[src/rtl/button_bank_if.sv]
// Push-button bank signal bundle: raw button levels and repeat enables in,
// debounced levels and press/repeat strobes out.
interface button_bank_if #(
  parameter int N_CH = 5
);
  logic [N_CH-1:0] PB;
  logic [N_CH-1:0] REPEAT_EN;
  logic [N_CH-1:0] DPB;
  logic [N_CH-1:0] SCEN;
  logic [N_CH-1:0] CCEN;
  logic            ANY_SCEN;

  modport master (
    output PB, REPEAT_EN,
    input  DPB, SCEN, CCEN, ANY_SCEN
  );

  modport slave (
    input  PB, REPEAT_EN,
    output DPB, SCEN, CCEN, ANY_SCEN
  );
endinterface

[src/rtl/button_bank.sv]
// Bank of independent push-button debouncers with single-press strobe and
// optional auto-repeat strobes while a button is held.
module button_bank #(
  parameter int N_CH    = 5,
  parameter int N_DC    = 15,
  parameter int RPT_DLY = 50_000_000,
  parameter int RPT_PER = 10_000_000
) (
  input  logic          Clk,
  input  logic          Reset,
  button_bank_if.slave  bb
);

  localparam int RC_MAX = (RPT_DLY > RPT_PER) ? RPT_DLY : RPT_PER;
  localparam int RC_W   = (RC_MAX > 1) ? $clog2(RC_MAX) : 1;

  localparam logic [N_DC-1:0] DC_MAX = '1;
  localparam logic [RC_W-1:0] DLY_M1 = RC_W'(RPT_DLY - 1);
  localparam logic [RC_W-1:0] PER_M1 = RC_W'(RPT_PER - 1);

  typedef enum logic [1:0] {
    IDLE,
    CHK_PRESS,
    HELD,
    CHK_RELEASE
  } state_e;

  logic [N_CH-1:0] pb_meta_q, pb_s_q;
  logic [N_CH-1:0] dpb_q, scen_q, ccen_q;
  logic            any_scen_q;
  logic [N_CH-1:0] dpb_d, scen_d, ccen_d;

  for (genvar g = 0; g < N_CH; g++) begin : g_ch
    state_e          state_q, state_d;
    logic [N_DC-1:0] dc_q, dc_d;
    logic [RC_W-1:0] rc_q, rc_d;
    logic            first_q, first_d;
    logic            scen_c, ccen_c;

    always_ff @(posedge Clk) begin
      if (Reset) begin
        state_q <= IDLE;
        dc_q    <= '0;
        rc_q    <= '0;
        first_q <= 1'b0;
      end else begin
        state_q <= state_d;
        dc_q    <= dc_d;
        rc_q    <= rc_d;
        first_q <= first_d;
      end
    end

    always_comb begin
      state_d = state_q;
      dc_d    = dc_q;
      rc_d    = rc_q;
      first_d = first_q;
      scen_c  = 1'b0;
      ccen_c  = 1'b0;
      unique case (state_q)
        IDLE: begin
          if (pb_s_q[g]) begin
            state_d = CHK_PRESS;
            dc_d    = '0;
          end
        end
        CHK_PRESS: begin
          if (!pb_s_q[g]) begin
            state_d = IDLE;
          end else if (dc_q == DC_MAX) begin
            state_d = HELD;
            scen_c  = 1'b1;
            rc_d    = '0;
            first_d = 1'b0;
          end else begin
            dc_d = dc_q + 1'b1;
          end
        end
        HELD: begin
          if (!pb_s_q[g]) begin
            state_d = CHK_RELEASE;
            dc_d    = '0;
          end else begin
            // rc keeps counting with repeat disabled so a later enable keeps phase
            rc_d = rc_q + 1'b1;
            if (bb.REPEAT_EN[g]) begin
              if (!first_q && rc_q == DLY_M1) begin
                ccen_c  = 1'b1;
                rc_d    = '0;
                first_d = 1'b1;
              end else if (first_q && rc_q == PER_M1) begin
                ccen_c = 1'b1;
                rc_d   = '0;
              end
            end
          end
        end
        CHK_RELEASE: begin
          if (pb_s_q[g]) begin
            state_d = HELD;
          end else if (dc_q == DC_MAX) begin
            state_d = IDLE;
          end else begin
            dc_d = dc_q + 1'b1;
          end
        end
        default: state_d = IDLE;
      endcase
    end

    assign dpb_d[g]  = (state_d == HELD) || (state_d == CHK_RELEASE);
    assign scen_d[g] = scen_c;
    assign ccen_d[g] = ccen_c;
  end

  always_ff @(posedge Clk) begin
    if (Reset) begin
      pb_meta_q  <= '0;
      pb_s_q     <= '0;
      dpb_q      <= '0;
      scen_q     <= '0;
      ccen_q     <= '0;
      any_scen_q <= 1'b0;
    end else begin
      pb_meta_q  <= bb.PB;
      pb_s_q     <= pb_meta_q;
      dpb_q      <= dpb_d;
      scen_q     <= scen_d;
      ccen_q     <= ccen_d;
      any_scen_q <= |scen_d;
    end
  end

  assign bb.DPB      = dpb_q;
  assign bb.SCEN     = scen_q;
  assign bb.CCEN     = ccen_q;
  assign bb.ANY_SCEN = any_scen_q;

endmodule

[src/flat_wrapper.sv]
// flat-port wrapper written by rule: the top's interface ports become plain ports
module button_bank_flat 
#(
  parameter int N_CH    = 5,
  parameter int N_DC    = 15,
  parameter int RPT_DLY = 50_000_000,
  parameter int RPT_PER = 10_000_000
)
  (Clk, Reset, bb_PB, bb_REPEAT_EN, bb_DPB, bb_SCEN, bb_CCEN, bb_ANY_SCEN);
  button_bank_if #(.N_CH(N_CH)) bb_i ();
  input  logic Clk;
  input  logic Reset;
  input wire logic [$bits(bb_i.PB)-1:0] bb_PB;
  input wire logic [$bits(bb_i.REPEAT_EN)-1:0] bb_REPEAT_EN;
  output wire logic [$bits(bb_i.DPB)-1:0] bb_DPB;
  output wire logic [$bits(bb_i.SCEN)-1:0] bb_SCEN;
  output wire logic [$bits(bb_i.CCEN)-1:0] bb_CCEN;
  output wire logic [$bits(bb_i.ANY_SCEN)-1:0] bb_ANY_SCEN;
  assign bb_i.PB = bb_PB;
  assign bb_i.REPEAT_EN = bb_REPEAT_EN;
  assign bb_DPB = bb_i.DPB;
  assign bb_SCEN = bb_i.SCEN;
  assign bb_CCEN = bb_i.CCEN;
  assign bb_ANY_SCEN = bb_i.ANY_SCEN;
  button_bank #(.N_CH(N_CH), .N_DC(N_DC), .RPT_DLY(RPT_DLY), .RPT_PER(RPT_PER)) u_core (.Clk(Clk), .Reset(Reset), .bb(bb_i));
endmodule
[config.mk]
export PLATFORM = sky130hd
export DESIGN_NAME = button_bank_flat
export DESIGN_NICKNAME = d
export VERILOG_FILES = /design/src/rtl/button_bank_if.sv /design/src/rtl/button_bank.sv /design/src/flat_wrapper.sv
export SDC_FILE = /design/constraint.sdc
export NUM_CORES = 1
export LEC_CHECK = 0
export ABC_AREA = 1
export BUFFER_PORTS_ARGS = -buffer_cell sky130_fd_sc_hd__buf_4
export CAP_MARGIN = 20
export CORE_MARGIN = 4
export CORE_UTILIZATION = 55
export DETAILED_ROUTE_END_ITERATION = 10
export PLACE_DENSITY = 0.74
export SYNTH_ARGS = -nofsm -noshare
export SYNTH_HDL_FRONTEND = slang
export SYNTH_SLANG_ARGS = --single-unit
[constraint.sdc]
create_clock -name Clk -period 1.6 [get_ports Clk]
set_clock_uncertainty 0.15 [all_clocks]
set_input_delay 0.32 -clock Clk [delete_from_list [all_inputs] [get_ports Clk]]
set_output_delay 0.32 -clock Clk [all_outputs]
set_load 0.005 [all_outputs]
==> results of run 1 <==
==> logic make-up after synthesis <==
group	synth area share, %
buffers and inverters	9.54
flip-flops	34.1
XOR/XNOR	2.85
AND/OR/NAND/NOR	44.1
adder cells (fa/ha/maj)	0.866
AO/OA/AOI/OAI	8.58
==> cell usage after synthesis, types with 2 or more instances <==
cell      number
nand4_1       77
nand3_1      213
dfxtp_1      246
inv_1        275
o21ai_0       52
o21a_1         2
o21ai_1        4
nor3_2         5
nor4_1        13
or2_0          2
nor2_2        20
o21bai_1       2
buf_6          9
a31o_2         2
a21oi_2       11
ha_1          10
nor2_1       412
buf_1          2
nand3b_1       9
xnor2_1        8
a21o_1         4
a211oi_1       9
nand3_2       10
nor2_4         7
nand2_4        7
o31ai_1        2
a21oi_1      117
nor3_1        63
o211a_1        3
inv_2          9
nand2_1      550
a31oi_1        6
nand2_2       27
buf_4          9
or2_2          7
and2_1         3
buf_2         11
clkbuf_1      19
xor2_1        39
==> what timing repair did <==
| action | 4_1_cts |
|---|---|
| buffers inserted | 67 |
| endpoints found under the hold margin | 18 |
| setup endpoints to repair | 220 |
| gates cloned | 17 |
| resized for setup | 475 |
| hold buffers | 9 |
| pin swaps | 174 |
==> layer usage <==
| layer | overflow | track usage, % |
|---|---|---|
| met2 | 1 | 92.2 |
| met3 | 3 | 50.3 |
| met5 | 1 | 14.7 |
| met1 | 0 | 67.5 |
| met4 | 9 | 74.1 |
==> stage by stage <==
stage / setup slack (ns) / cell area [sq um] / hold slack [ns] / instances
global placement: -0.259 / 19100 / 0.241 / 3107
floorplan: -0.123 / 14900 / 0.238 / 2289
CTS: -0.225 / 22800 / 0.188 / 3250
detailed placement: -0.284 / 19100 / 0.249 / 3107
==> flow_metrics.py, run 1 <==
metrics = {
    "cts": {
        "cts.sinks": 246,
        "cts-root-buf": "clkbuf_16",
        "numCtsBuffers": 28,
        "htree_levels": 1,
        "cts_buffer_depth": 3,
    },
    "run_status": {
        "lastStage": "global routing (5_1_grt)",
        "error": "[ERROR GRT-0232] Routing congestion too high. Check the congestion heatmap in the GUI.",
        "status": "did not finish",
    },
    "synthesis": {
        "ys_warn_count": 0,
        "syn_area_sq_um": 14400,
        "synth_edf_count": 0,
        "synth_top_flop_cell": "dfxtp_1",
        "synth_top_cell_by_area": "dfxtp_1",
        "syn-num-nets": 2311,
        "ys_seq_elements": 246,
        "synthTopCellsByArea": "dfxtp_1 (34%), nand2_1 (14%), nor2_1 (11%)",
        "yosysTopAreaCellShare_pct": 34.1,
        "yosysSeqAreaShare_pct": 34.1,
        "synth_area_per_cell_sq_um": 6.31,
        "syn-instance-count": 2289,
        "ys_types": 52,
        "async_flop_share_pct": 0,
    },
    "die": {
        "initial_core_util_pct": 55.7,
        "die_w_microns": 170,
        "rows": 59,
        "die_h_microns": 170,
        "ios": 28,
    },
    "global_route": {
        "grt_remaining_overflow": 14,
        "grt_max_degree": 39,
        "grt_usage_pct": 70.3,
    },
    "sta": {
        "repair-timing-grt-worst-ep": "u_core.bb.SCEN[4]$_SDFF_PP0_/D",
        "worstEpCategory": "register data pin",
    },
    "placed_design": {
        "place_hpwl_mm": 33.1,
        "port_buffers": 27,
        "gp_congestion": 1.00,
    },
}
==> run 2: changes to the inputs <==
--- a/config.mk
+++ b/config.mk
@@ -9,9 +9,9 @@
 export BUFFER_PORTS_ARGS = -buffer_cell sky130_fd_sc_hd__buf_4
 export CAP_MARGIN = 20
 export CORE_MARGIN = 4
-export CORE_UTILIZATION = 55
+export CORE_UTILIZATION = 40
 export DETAILED_ROUTE_END_ITERATION = 10
-export PLACE_DENSITY = 0.74
+export PLACE_DENSITY_LB_ADDON = 0.15
 export SYNTH_ARGS = -nofsm -noshare
 export SYNTH_HDL_FRONTEND = slang
 export SYNTH_SLANG_ARGS = --single-unit
==> constraint.sdc (replaced) <==
create_clock -name Clk -period 2.1 [get_ports Clk]
set_clock_uncertainty 0.15 [all_clocks]
set_input_delay 0.42 -clock Clk [delete_from_list [all_inputs] [get_ports Clk]]
set_output_delay 0.42 -clock Clk [all_outputs]
set_load 0.005 [all_outputs]
==> run 2 against run 1 <==
Against the previous run:
- synthesized cell count unchanged
- area after synthesis is the same
- the run now ends clean
==> flow_metrics.py, run 2 <==
metrics = {
    "sta": {
        "finalCriticalPeriod_ns": 2.01,
        "finalHoldViolations": 0,
        "fmax_ghz": 0.499,
        "worst_pin_slew_ns": 0.526,
        "max-slew-margin-rel_pct": 64.6,
        "drv_slew": 0,
        "setup_viol": 0,
        "whs_ns": 0.0874,
        "fin_crit_sh_pct": 95.5,
        "rsz0062_at_grt": "yes",
        "fin_setup_tns_ns": 0,
        "setup_ws_ns": 0.0945,
    },
    "setup_path": {
        "crit_fanout": 9,
        "cp-start-kind": "register",
        "reg2reg_from": "u_core.g_ch[0].dc_q[1]",
        "crit_required_ns": 2.43,
        "cp.arrival_ns": 2.34,
        "crit_path_end_kind": "register",
        "cp-startpoint": "u_core.g_ch[0].dc_q[1]",
        "crit_type": "register to register",
    },
    "run_status": {
        "status": "finished, final reports clean",
    },
    "power": {
        "cell_internal_pwr_mw": 8.52,
        "power.switching_mw": 2.34,
        "pwr-share-comb_pct": 2.6,
        "clockPowerShare_pct": 54.1,
        "leakagePower_nw": 6.32,
        "seqPwrFrac_pct": 43.2,
        "powerDensity_nw_per_um2": 634,
        "sw_frac_of_total_pct": 21.6,
        "peakVddDrop_mv": 0.664,
        "total_power_mw": 10.9,
    },
    "final_layout": {
        "diodes": 0,
        "drive_gt1_share_pct": 12.8,
        "layout_commonest_cell": "nand2_1",
        "final_area_sq_um": 17100,
        "syn_to_final_growth_pct": 18.6,
        "final_cell_mix": "nand2_1 (546), nor2_1 (404), inv_1 (274), dfxtp_1 (238), nand3_1 (210)",
        "nets": 2415,
        "largest_register_ffs": 130,
        "largest-register": "u_core.g_ch.rc_q",
        "reg_top3": "u_core.g_ch.rc_q x130, u_core.g_ch.dc_q x75, u_core.g_ch.state_q x10",
    },
    "cts": {
        "clkLatencyLatePin_ns": 0.58,
        "htree_levels": 1,
        "numCtsBuffers": 30,
        "path_clk_slew_ns": 0.06,
        "cts.sinks": 246,
        "cts_tree": "built",
        "cts-root-buf": "clkbuf_16",
        "cts_buffer_depth": 3,
    },
    "global_route": {
        "grt_pass1_wl_mm": 64.9,
        "grt_max_degree": 74,
        "antenna_found_initial": 0,
        "grt_pass1_vias": 13500,
        "grt_usage_pct": 19.2,
        "grt_remaining_overflow": 0,
    },
    "route": {
        "drt_pre_antenna_iters": 5,
        "dr.first_iter.drc_count": 798,
        "vias_per_cell": 5.01,
        "wl_mm": 38.4,
        "ant_nets": 0,
        "vias": 14400,
        "wl_per_cell_microns": 13.4,
        "remaining_drc_errors": 0,
    },
    "placed_design": {
        "place_hpwl_mm": 27.8,
        "post_dp_cell_area_sq_um": 15600,
        "port_buffers": 27,
        "gp_congestion": 0.933,
        "post-place-ws_ns": 0.0126,
    },
    "synthesis": {
        "yosysMostFrequentCell": "nand2_1",
        "synth_area_per_cell_sq_um": 6.31,
        "synth_top_flop_cell": "dfxtp_1",
        "syn_area_sq_um": 14400,
        "synth_edf_count": 0,
        "yosysSeqAreaShare_pct": 34.1,
        "syn-num-nets": 2311,
        "yosysTopAreaCellShare_pct": 34.1,
        "synth_top_cell_by_area": "dfxtp_1",
        "ys_seq_elements": 246,
        "netlist_top_cells_count": "nand2_1 (550), nor2_1 (412), inv_1 (275)",
        "syn-instance-count": 2289,
        "ys_warn_count": 0,
        "ys_types": 52,
        "synthTopCellsByArea": "dfxtp_1 (34%), nand2_1 (14%), nor2_1 (11%)",
        "async_flop_share_pct": 0,
    },
    "run": {
        "drv_cap": 0,
    },
    "die": {
        "die_w_microns": 198,
        "rows": 69,
        "core_sq_um": 35600,
        "ios": 28,
        "dieArea_sq_um": 39200,
        "initial_core_util_pct": 40.6,
        "die_h_microns": 198,
    },
    "worst_hold_path": {
        "holdCritStartpoint": "bb_REPEAT_EN[3]",
        "hold_path_class": "input port to register",
    },
}
==> run 2: cell counts after synthesis <==
Identical to the previous run, type by type.
==> run 2: what timing repair did <==
item | 4_1_cts | 5_1_grt
gates resized for setup | 1 | 56
setup endpoints to repair | 2 | 131
pin swaps | 0 | 8
hold buffers | 8 | 0
buffers inserted | 0 | 10
endpoints found under the hold margin | 7 | 0
gates cloned | 0 | 4
==> run 2: critical path: stages (launching register included) <==
cell	delay, ns
dfxtp_1	0.35
ha_1	0.17
nand2_1	0.10
nor2_4	0.13
nand3_2	0.12
nor2_4	0.18
nand3_4	0.12
nand2_4	0.11
nand2_4	0.11
nand2_2	0.11
clkbuf_4	0.19
nor2_1	0.06
==> run 2: final timing paths <==
| path | endpoint | slack, ns | cells after the start |
|---|---|---|---|
| worst min register to register | u_core.pb_s_q[1] | 0.24 | 2 |
| worst max-delay path | u_core.g_ch[0].rc_q[1] | 0.09 | 11 |
| worst min-delay path | u_core.g_ch[3].rc_q[23] | 0.09 | 4 |
| worst max register to register | u_core.g_ch[0].rc_q[1] | 0.09 | 11 |
==> run 2: cell type report <==
| class | instances | area (sq um) |
|---|---|---|
| multi-input cells | 1710 | 8370 |
| fillers | 3731 | 18400 |
| clock buffers | 39 | 865 |
| repair buffers | 119 | 1020 |
| well taps | 461 | 577 |
| clock inverters | 17 | 279 |
| flip-flops and latches | 246 | 4930 |
| inverters | 286 | 1080 |
==> run 2: cell families (layout without fill, tap and decap cells) <==
logic type | after synthesis | after routing | synth area share (%)
compound gates | 219 | 219 | 8.58
buf+inv | 336 | 461 | 9.54
flops | 246 | 246 | 34.1
xor+xnor | 47 | 47 | 2.85
simple gates | 1431 | 1434 | 44.1
fa+ha+maj | 10 | 10 | 0.866
==> run 2: metrics by stage <==
| step | utilization (%) | instances |
|---|---|---|
| floorplan | - | 2289 |
| global placement | 43.7 | 2800 |
| detailed placement | 43.7 | 2800 |
| CTS | 47.2 | 2864 |
| global route | 48.2 | 2878 |
| finish | 48.2 | 2878 |
==> run 2: power groups by stage <==
stage	Sequential, mW	Clock [mW]	Combinational (mW)
after floorplan	4.80	0	0.160
after global placement	4.80	0	0.260
after detailed placement	4.80	0	0.261
after CTS	4.70	6.06	0.274
after global routing	4.70	6.24	0.317
final	4.70	5.88	0.285
==> run 2: metal layers <==
| metal | global-route usage (%) | part of all wire, % |
|---|---|---|
| met5 | 0 | 0 |
| met3 | 2.82 | 4.1 |
| met1 | 26.3 | 48 |
| met2 | 32.6 | 46 |
| met4 | 3.60 | 1.7 |
Power figures use the tool's default switching activity.
==> run 3: changes to the inputs <==
--- a/config.mk
+++ b/config.mk
@@ -11,7 +11,7 @@
 export CORE_MARGIN = 4
 export CORE_UTILIZATION = 40
 export DETAILED_ROUTE_END_ITERATION = 10
-export PLACE_DENSITY_LB_ADDON = 0.15
+export SLEW_MARGIN = 0
 export SYNTH_ARGS = -nofsm -noshare
 export SYNTH_HDL_FRONTEND = slang
 export SYNTH_SLANG_ARGS = --single-unit
==> constraint.sdc (replaced) <==
create_clock -name Clk -period 2.1 [get_ports Clk]
set_clock_uncertainty 0.15 [all_clocks]
set_input_delay 0.42 -clock Clk [delete_from_list [all_inputs] [get_ports Clk]]
set_output_delay 0.42 -clock Clk [all_outputs]
set_load 0.02 [all_outputs]
==> run 3 against run 2 <==
Against the previous run:
- total power is 1.6% lower
- clock-buffer cell count is 2 higher
- clock power fell by 3%
- critical path type unchanged
- critical endpoint is now u_core.g_ch[4].rc_q[9]
==> flow_metrics.py, run 3 (same netlist as run 2, synthesis figures left out) <==
metrics = {
    "sta": {
        "max-slew-margin-rel_pct": 61.1,
        "finalCriticalPeriod_ns": 1.96,
        "setup_ws_ns": 0.140,
        "finalHoldViolations": 0,
        "worst_pin_slew_ns": 0.579,
        "drv_slew": 0,
        "setup_viol": 0,
        "fin_crit_sh_pct": 93.3,
        "fmax_ghz": 0.510,
    },
    "final_layout": {
        "syn_to_final_growth_pct": 18.1,
        "ff_latch_area_sq_um": 4930,
        "drive_gt1_share_pct": 12.8,
        "nFillCells": 3677,
        "largest-register": "u_core.g_ch.rc_q",
        "final_cell_mix": "nand2_1 (548), nor2_1 (401), inv_1 (274), dfxtp_1 (239), nand3_1 (211)",
        "diodes": 0,
        "nets": 2417,
        "largest_register_ffs": 130,
        "reg_top3": "u_core.g_ch.rc_q x130, u_core.g_ch.dc_q x75, u_core.g_ch.state_q x10",
        "layout_commonest_cell": "nand2_1",
        "multi_input_area_sq_um": 8360,
        "final_util_pct": 47.9,
    },
    "cts": {
        "cts.sinks": 246,
        "path_clk_slew_ns": 0.06,
        "numCtsBuffers": 30,
        "htree_levels": 1,
        "clkLatencyLatePin_ns": 0.57,
        "cts_buffer_depth": 3,
        "cts_tree": "built",
        "cts-root-buf": "clkbuf_16",
    },
    "setup_path": {
        "r2r_cells": 9,
        "crit_chain": "ha_1 -> nand3_2 -> nor2_2 -> nand2_1 -> nand2_2 -> nand2_1 -> buf_4 -> nor4_1 -> nor2_1",
        "timing.reg2reg.setup_slack_ns": 0.14,
        "cp-startpoint": "u_core.g_ch[4].dc_q[1]",
        "cp.depth": 9,
        "cp-start-kind": "register",
        "cpMostUsedCell": "nand2_1",
        "crit_path_end_kind": "register",
        "crit_type": "register to register",
        "r2r_end": "u_core.g_ch[4].rc_q[9]",
        "crit_end": "u_core.g_ch[4].rc_q[9]",
        "slowest_stage": "dfxtp_1",
        "cpPeakStageDelay_ns": 0.34,
        "crit_fanout": 16,
        "cp.arrival_ns": 2.25,
        "path_buf_inv": 1,
        "cp_top_family": "simple AND/OR/NAND/NOR gates",
        "crit_required_ns": 2.39,
        "reg2reg_from": "u_core.g_ch[4].dc_q[1]",
    },
    "global_route": {
        "grt_usage_pct": 19.0,
        "grt_pass1_vias": 13700,
        "grt_remaining_overflow": 0,
        "antenna_found_initial": 0,
        "grt_pass1_wl_mm": 64.6,
        "grt_max_degree": 79,
    },
    "die": {
        "die_h_microns": 198,
        "initial_core_util_pct": 40.6,
        "die_w_microns": 198,
        "ios": 28,
        "core_sq_um": 35600,
        "rows": 69,
        "dieArea_sq_um": 39200,
    },
    "route": {
        "vias": 14500,
        "ant_nets": 0,
        "drt_pre_antenna_iters": 5,
        "wl_mm": 37.9,
        "dr.first_iter.drc_count": 913,
        "remaining_drc_errors": 0,
        "vias_per_cell": 5.05,
        "wl_per_cell_microns": 13.2,
    },
    "worst_hold_path": {
        "hold_path_class": "input port to register",
        "whs_path_depth": 4,
    },
    "placed_design": {
        "gp_congestion": 0.927,
        "post-place-ws_ns": -0.00182,
        "place_hpwl_mm": 27.9,
        "port_buffers": 27,
    },
    "run": {
        "drv_cap": 0,
    },
    "power": {
        "leakagePower_nw": 6.30,
        "powerDensity_nw_per_um2": 627,
        "peakVddDrop_mv": 0.570,
    },
    "run_status": {
        "status": "finished, final reports clean",
    },
}
-- run 3: power by group --
group	internal, mW	switching (mW)	total, mW
clock network	3.63	2.08	5.72
registers	4.68	0.0156	4.70
logic	0.0891	0.186	0.275
total	8.41	2.28	10.7
-- run 3: worst min path at each step --
stage	end	slack (ns)	from
after CTS	u_core.g_ch[3].dc_q[0]	0.1	Reset
after detailed placement	u_core.pb_s_q[4]	0.25	u_core.pb_meta_q[4]
final	u_core.g_ch[3].dc_q[0]	0.11	Reset
after global placement	u_core.pb_s_q[0]	0.25	u_core.pb_meta_q[0]
after global routing	u_core.g_ch[1].rc_q[24]	0.14	Reset
after floorplan	u_core.pb_s_q[0]	0.24	u_core.pb_meta_q[0]
-- run 3: tightest hold or removal path, stage by stage --
cell	delay (ns)
buf_4	0.09
inv_2	0.11
o21ai_0	0.10
a21oi_1	0.04
-- run 3: timing repair --
action,in CTS,in global routing
gates resized for setup,2,56
hold buffers,6,0
pin swaps,0,10
hold endpoints to repair,6,0
setup buffers,0,11
gates cloned,0,3
setup endpoints to repair,5,154
-- run 3: layout make-up --
type                    count  area share, %
multi-input cells        1709           49.0
flip-flops and latches    246           28.9
inverters                 286           6.34
repair buffers            122           5.85
clock buffers              41           5.12
well taps                 461           3.38
clock inverters            14           1.38
-- run 3: metal layers --
metal  GRT usage, %  vias to the layer above  part of all wire (%)
met3           2.42                       79                   4.5
met5              0                        -                     0
met2           31.0                      319                    45
met1           26.0                     6563                    48
li1               -                     7584                     -
met4           6.76                        0                   2.7
-- run 3: stage by stage --
| step | setup TNS (ns) | power [mW] | instance area [sq um] | hold slack (ns) | cells |
|---|---|---|---|---|---|
| floorplan | 0 | 4.96 | 14400 | 0.238 | 2289 |
| global placement | 0 | 5.06 | 15500 | 0.247 | 2804 |
| detailed placement | -0.00182 | 5.06 | 15500 | 0.248 | 2804 |
| CTS | 0 | 10.9 | 16700 | 0.0963 | 2865 |
| global route | -0.00751 | 11.1 | 17100 | 0.140 | 2879 |
| finish | 0 | 10.7 | 17100 | 0.111 | 2879 |
==> run 4: changes to the inputs <==
--- a/config.mk
+++ b/config.mk
@@ -8,9 +8,12 @@
 export ABC_AREA = 1
 export BUFFER_PORTS_ARGS = -buffer_cell sky130_fd_sc_hd__buf_4
 export CAP_MARGIN = 20
+export CELL_PAD_IN_SITES_DETAIL_PLACEMENT = 0
+export CELL_PAD_IN_SITES_GLOBAL_PLACEMENT = 1
 export CORE_MARGIN = 4
 export CORE_UTILIZATION = 40
 export DETAILED_ROUTE_END_ITERATION = 10
+export PLACE_DENSITY_LB_ADDON = 0.1
 export SLEW_MARGIN = 0
 export SYNTH_ARGS = -nofsm -noshare
 export SYNTH_HDL_FRONTEND = slang
==> run 4 against run 3 <==
Against the previous run:
- clock power shrank 10%
- worst hold slack worse by 0.020 ns
- highest routed layer unchanged
- non-clock buffer count increased by 2
- largest power group unchanged
==> flow_metrics.py, run 4 (same netlist as run 2, synthesis figures left out) <==
metrics = {
    "setup_path": {
        "crit_chain": "ha_1 -> nand3_2 -> nor3_2 -> inv_1 -> nor2_1 -> nand2_1 -> nand3_1 -> nand2_2 -> buf_4 -> inv_2 -> nor2_1",
        "cpPeakStageDelay_ns": 0.35,
        "crit_path_end_kind": "register",
        "r2r_cells": 11,
        "slowest_stage": "dfxtp_1",
        "cp.depth": 11,
        "crit_end": "u_core.g_ch[0].rc_q[6]",
        "cp-start-kind": "register",
        "crit_required_ns": 2.40,
        "r2r_end": "u_core.g_ch[0].rc_q[6]",
        "cpMostUsedCell": "nor2_1",
        "crit_type": "register to register",
        "cp_top_family": "simple AND/OR/NAND/NOR gates",
        "reg2reg_from": "u_core.g_ch[0].rc_q[0]",
        "crit_fanout": 8,
        "path_buf_inv": 3,
        "cp-startpoint": "u_core.g_ch[0].rc_q[0]",
        "timing.reg2reg.setup_slack_ns": 0.12,
        "cp.arrival_ns": 2.29,
    },
    "run_status": {
        "status": "finished, final reports clean",
    },
    "route": {
        "remaining_drc_errors": 0,
        "dr.first_iter.drc_count": 790,
        "vias_per_cell": 5.03,
        "wl_per_cell_microns": 13.9,
        "ant_nets": 0,
        "drt_pre_antenna_iters": 5,
        "wl_mm": 40.1,
        "vias": 14500,
    },
    "sta": {
        "drv_slew": 0,
        "fin_crit_sh_pct": 94.5,
        "finalHoldViolations": 0,
        "whs_ns": 0.0904,
        "worst_pin_slew_ns": 0.573,
        "fmax_ghz": 0.504,
        "finalCriticalPeriod_ns": 1.98,
        "rsz0062_at_grt": "yes",
        "max-slew-margin-rel_pct": 61.8,
        "setup_viol": 0,
    },
    "placed_design": {
        "gp_congestion": 0.915,
        "post_dp_cell_area_sq_um": 15600,
        "place_hpwl_mm": 29.3,
        "port_buffers": 27,
    },
    "final_layout": {
        "ff_latch_area_sq_um": 4940,
        "diodes": 0,
        "final_area_sq_um": 16900,
        "largest-register": "u_core.g_ch.rc_q",
        "layout_commonest_cell": "nand2_1",
        "syn_to_final_growth_pct": 17.2,
        "largest_register_ffs": 130,
        "reg_top3": "u_core.g_ch.rc_q x130, u_core.g_ch.dc_q x75, u_core.g_ch.state_q x10",
        "multi_input_area_sq_um": 8290,
        "drive_gt1_share_pct": 12.6,
        "nFillCells": 3748,
        "final_cell_mix": "nand2_1 (547), nor2_1 (406), inv_1 (272), dfxtp_1 (238), nand3_1 (211)",
        "nets": 2418,
    },
    "global_route": {
        "grt_usage_pct": 20.2,
        "grt_pass1_wl_mm": 67.5,
        "grt_pass1_vias": 13900,
        "grt_max_degree": 46,
        "antenna_found_initial": 0,
        "grt_remaining_overflow": 0,
    },
    "die": {
        "die_h_microns": 198,
        "die_w_microns": 198,
        "core_sq_um": 35600,
        "ios": 28,
        "dieArea_sq_um": 39200,
        "rows": 69,
        "initial_core_util_pct": 40.6,
    },
    "cts": {
        "cts.sinks": 246,
        "clkLatencyLatePin_ns": 0.56,
        "path_clk_slew_ns": 0.06,
        "cts_tree": "built",
        "htree_levels": 1,
        "cts-root-buf": "clkbuf_16",
        "numCtsBuffers": 30,
        "cts_buffer_depth": 3,
    },
    "worst_hold_path": {
        "hold_path_class": "input port to register",
    },
    "power": {
        "peakVddDrop_mv": 0.579,
        "leakagePower_nw": 6.24,
        "total_power_mw": 10.1,
        "powerDensity_nw_per_um2": 598,
    },
    "run": {
        "drv_cap": 0,
    },
}
==> run 4: cell types whose count changed in the layout (fill, tap and decap cells not counted), moves of 4 or more <==
| cell | previous run | this run |
|---|---|---|
| nor2_1 | 401 | 406 |
| nor2_2 | 28 | 21 |
| bufinv_16 | 6 | 2 |
| buf_12 | 3 | 7 |
==> run 4: routing by layer <==
| layer | routed length (microns) | global-route usage [%] | up-vias | share of wire (%) |
|---|---|---|---|---|
| li1 | - | - | 7593 | - |
| met1 | 19500 | 27.6 | 6558 | 49 |
| met2 | 18300 | 33.9 | 245 | 46 |
| met3 | 1340 | 2.43 | 62 | 3.4 |
| met4 | 947 | 5.10 | 0 | 2.4 |
| met5 | 0 | 0 | - | 0 |
==> run 4: tightest hold or removal path, delay by kind of cell <==
family          cells  cell delay [ns]
simple gates        1             0.12
buf+inv             1             0.12
compound gates      1             0.08
==> run 4: power breakdown <==
part	switching, mW	internal [mW]
clock	2.02	3.12
combinational	0.194	0.0867
sequential	0.0153	4.68
total	2.23	7.89
==> run 4: worst min-delay path by stage <==
| stage | endpoint | depth (start not counted) | slack (ns) | startpoint |
|---|---|---|---|---|
| after floorplan | u_core.pb_s_q[0] | 2 | 0.24 | u_core.pb_meta_q[0] |
| after global placement | u_core.pb_s_q[3] | 2 | 0.24 | u_core.pb_meta_q[3] |
| after detailed placement | u_core.pb_s_q[0] | 2 | 0.25 | u_core.pb_meta_q[0] |
| after CTS | u_core.bb.CCEN[2] | 3 | 0.06 | bb_REPEAT_EN[2] |
| after global routing | u_core.bb.CCEN[2] | 3 | 0.08 | bb_REPEAT_EN[2] |
| final | u_core.bb.CCEN[2] | 3 | 0.09 | bb_REPEAT_EN[2] |
==> run 4: area by class of cell <==
cell class | instances | share of cell area, %
multi-input combinational | 1708 | 49.0
inverter | 286 | 6.39
clock buffer | 43 | 5.20
tap | 461 | 3.41
clock inverter | 9 | 0.584
sequential | 246 | 29.2
timing repair buffer | 124 | 6.26
==> run 4: timing repair <==
item                                   4_1_cts  5_1_grt
resized for setup                            4       46
pin swaps                                    0        6
hold buffers                                 5        0
setup endpoints to repair                   19      140
endpoints found under the hold margin        5        0
buffers inserted                             0       11
gates cloned                                 0        2
==> run 4: per-stage QoR <==
| stage | TNS [ns] | setup slack, ns | std cells | util, % |
|---|---|---|---|---|
| after floorplan | 0 | 0.281 | 2289 | - |
| after global placement | -0.110 | -0.0428 | 2807 | 43.8 |
| after detailed placement | -0.331 | -0.0561 | 2807 | 43.8 |
| after CTS | 0 | 0.0233 | 2864 | 46.7 |
| after global routing | -0.417 | -0.0581 | 2877 | 47.6 |
| final | 0 | 0.116 | 2877 | 47.6 |
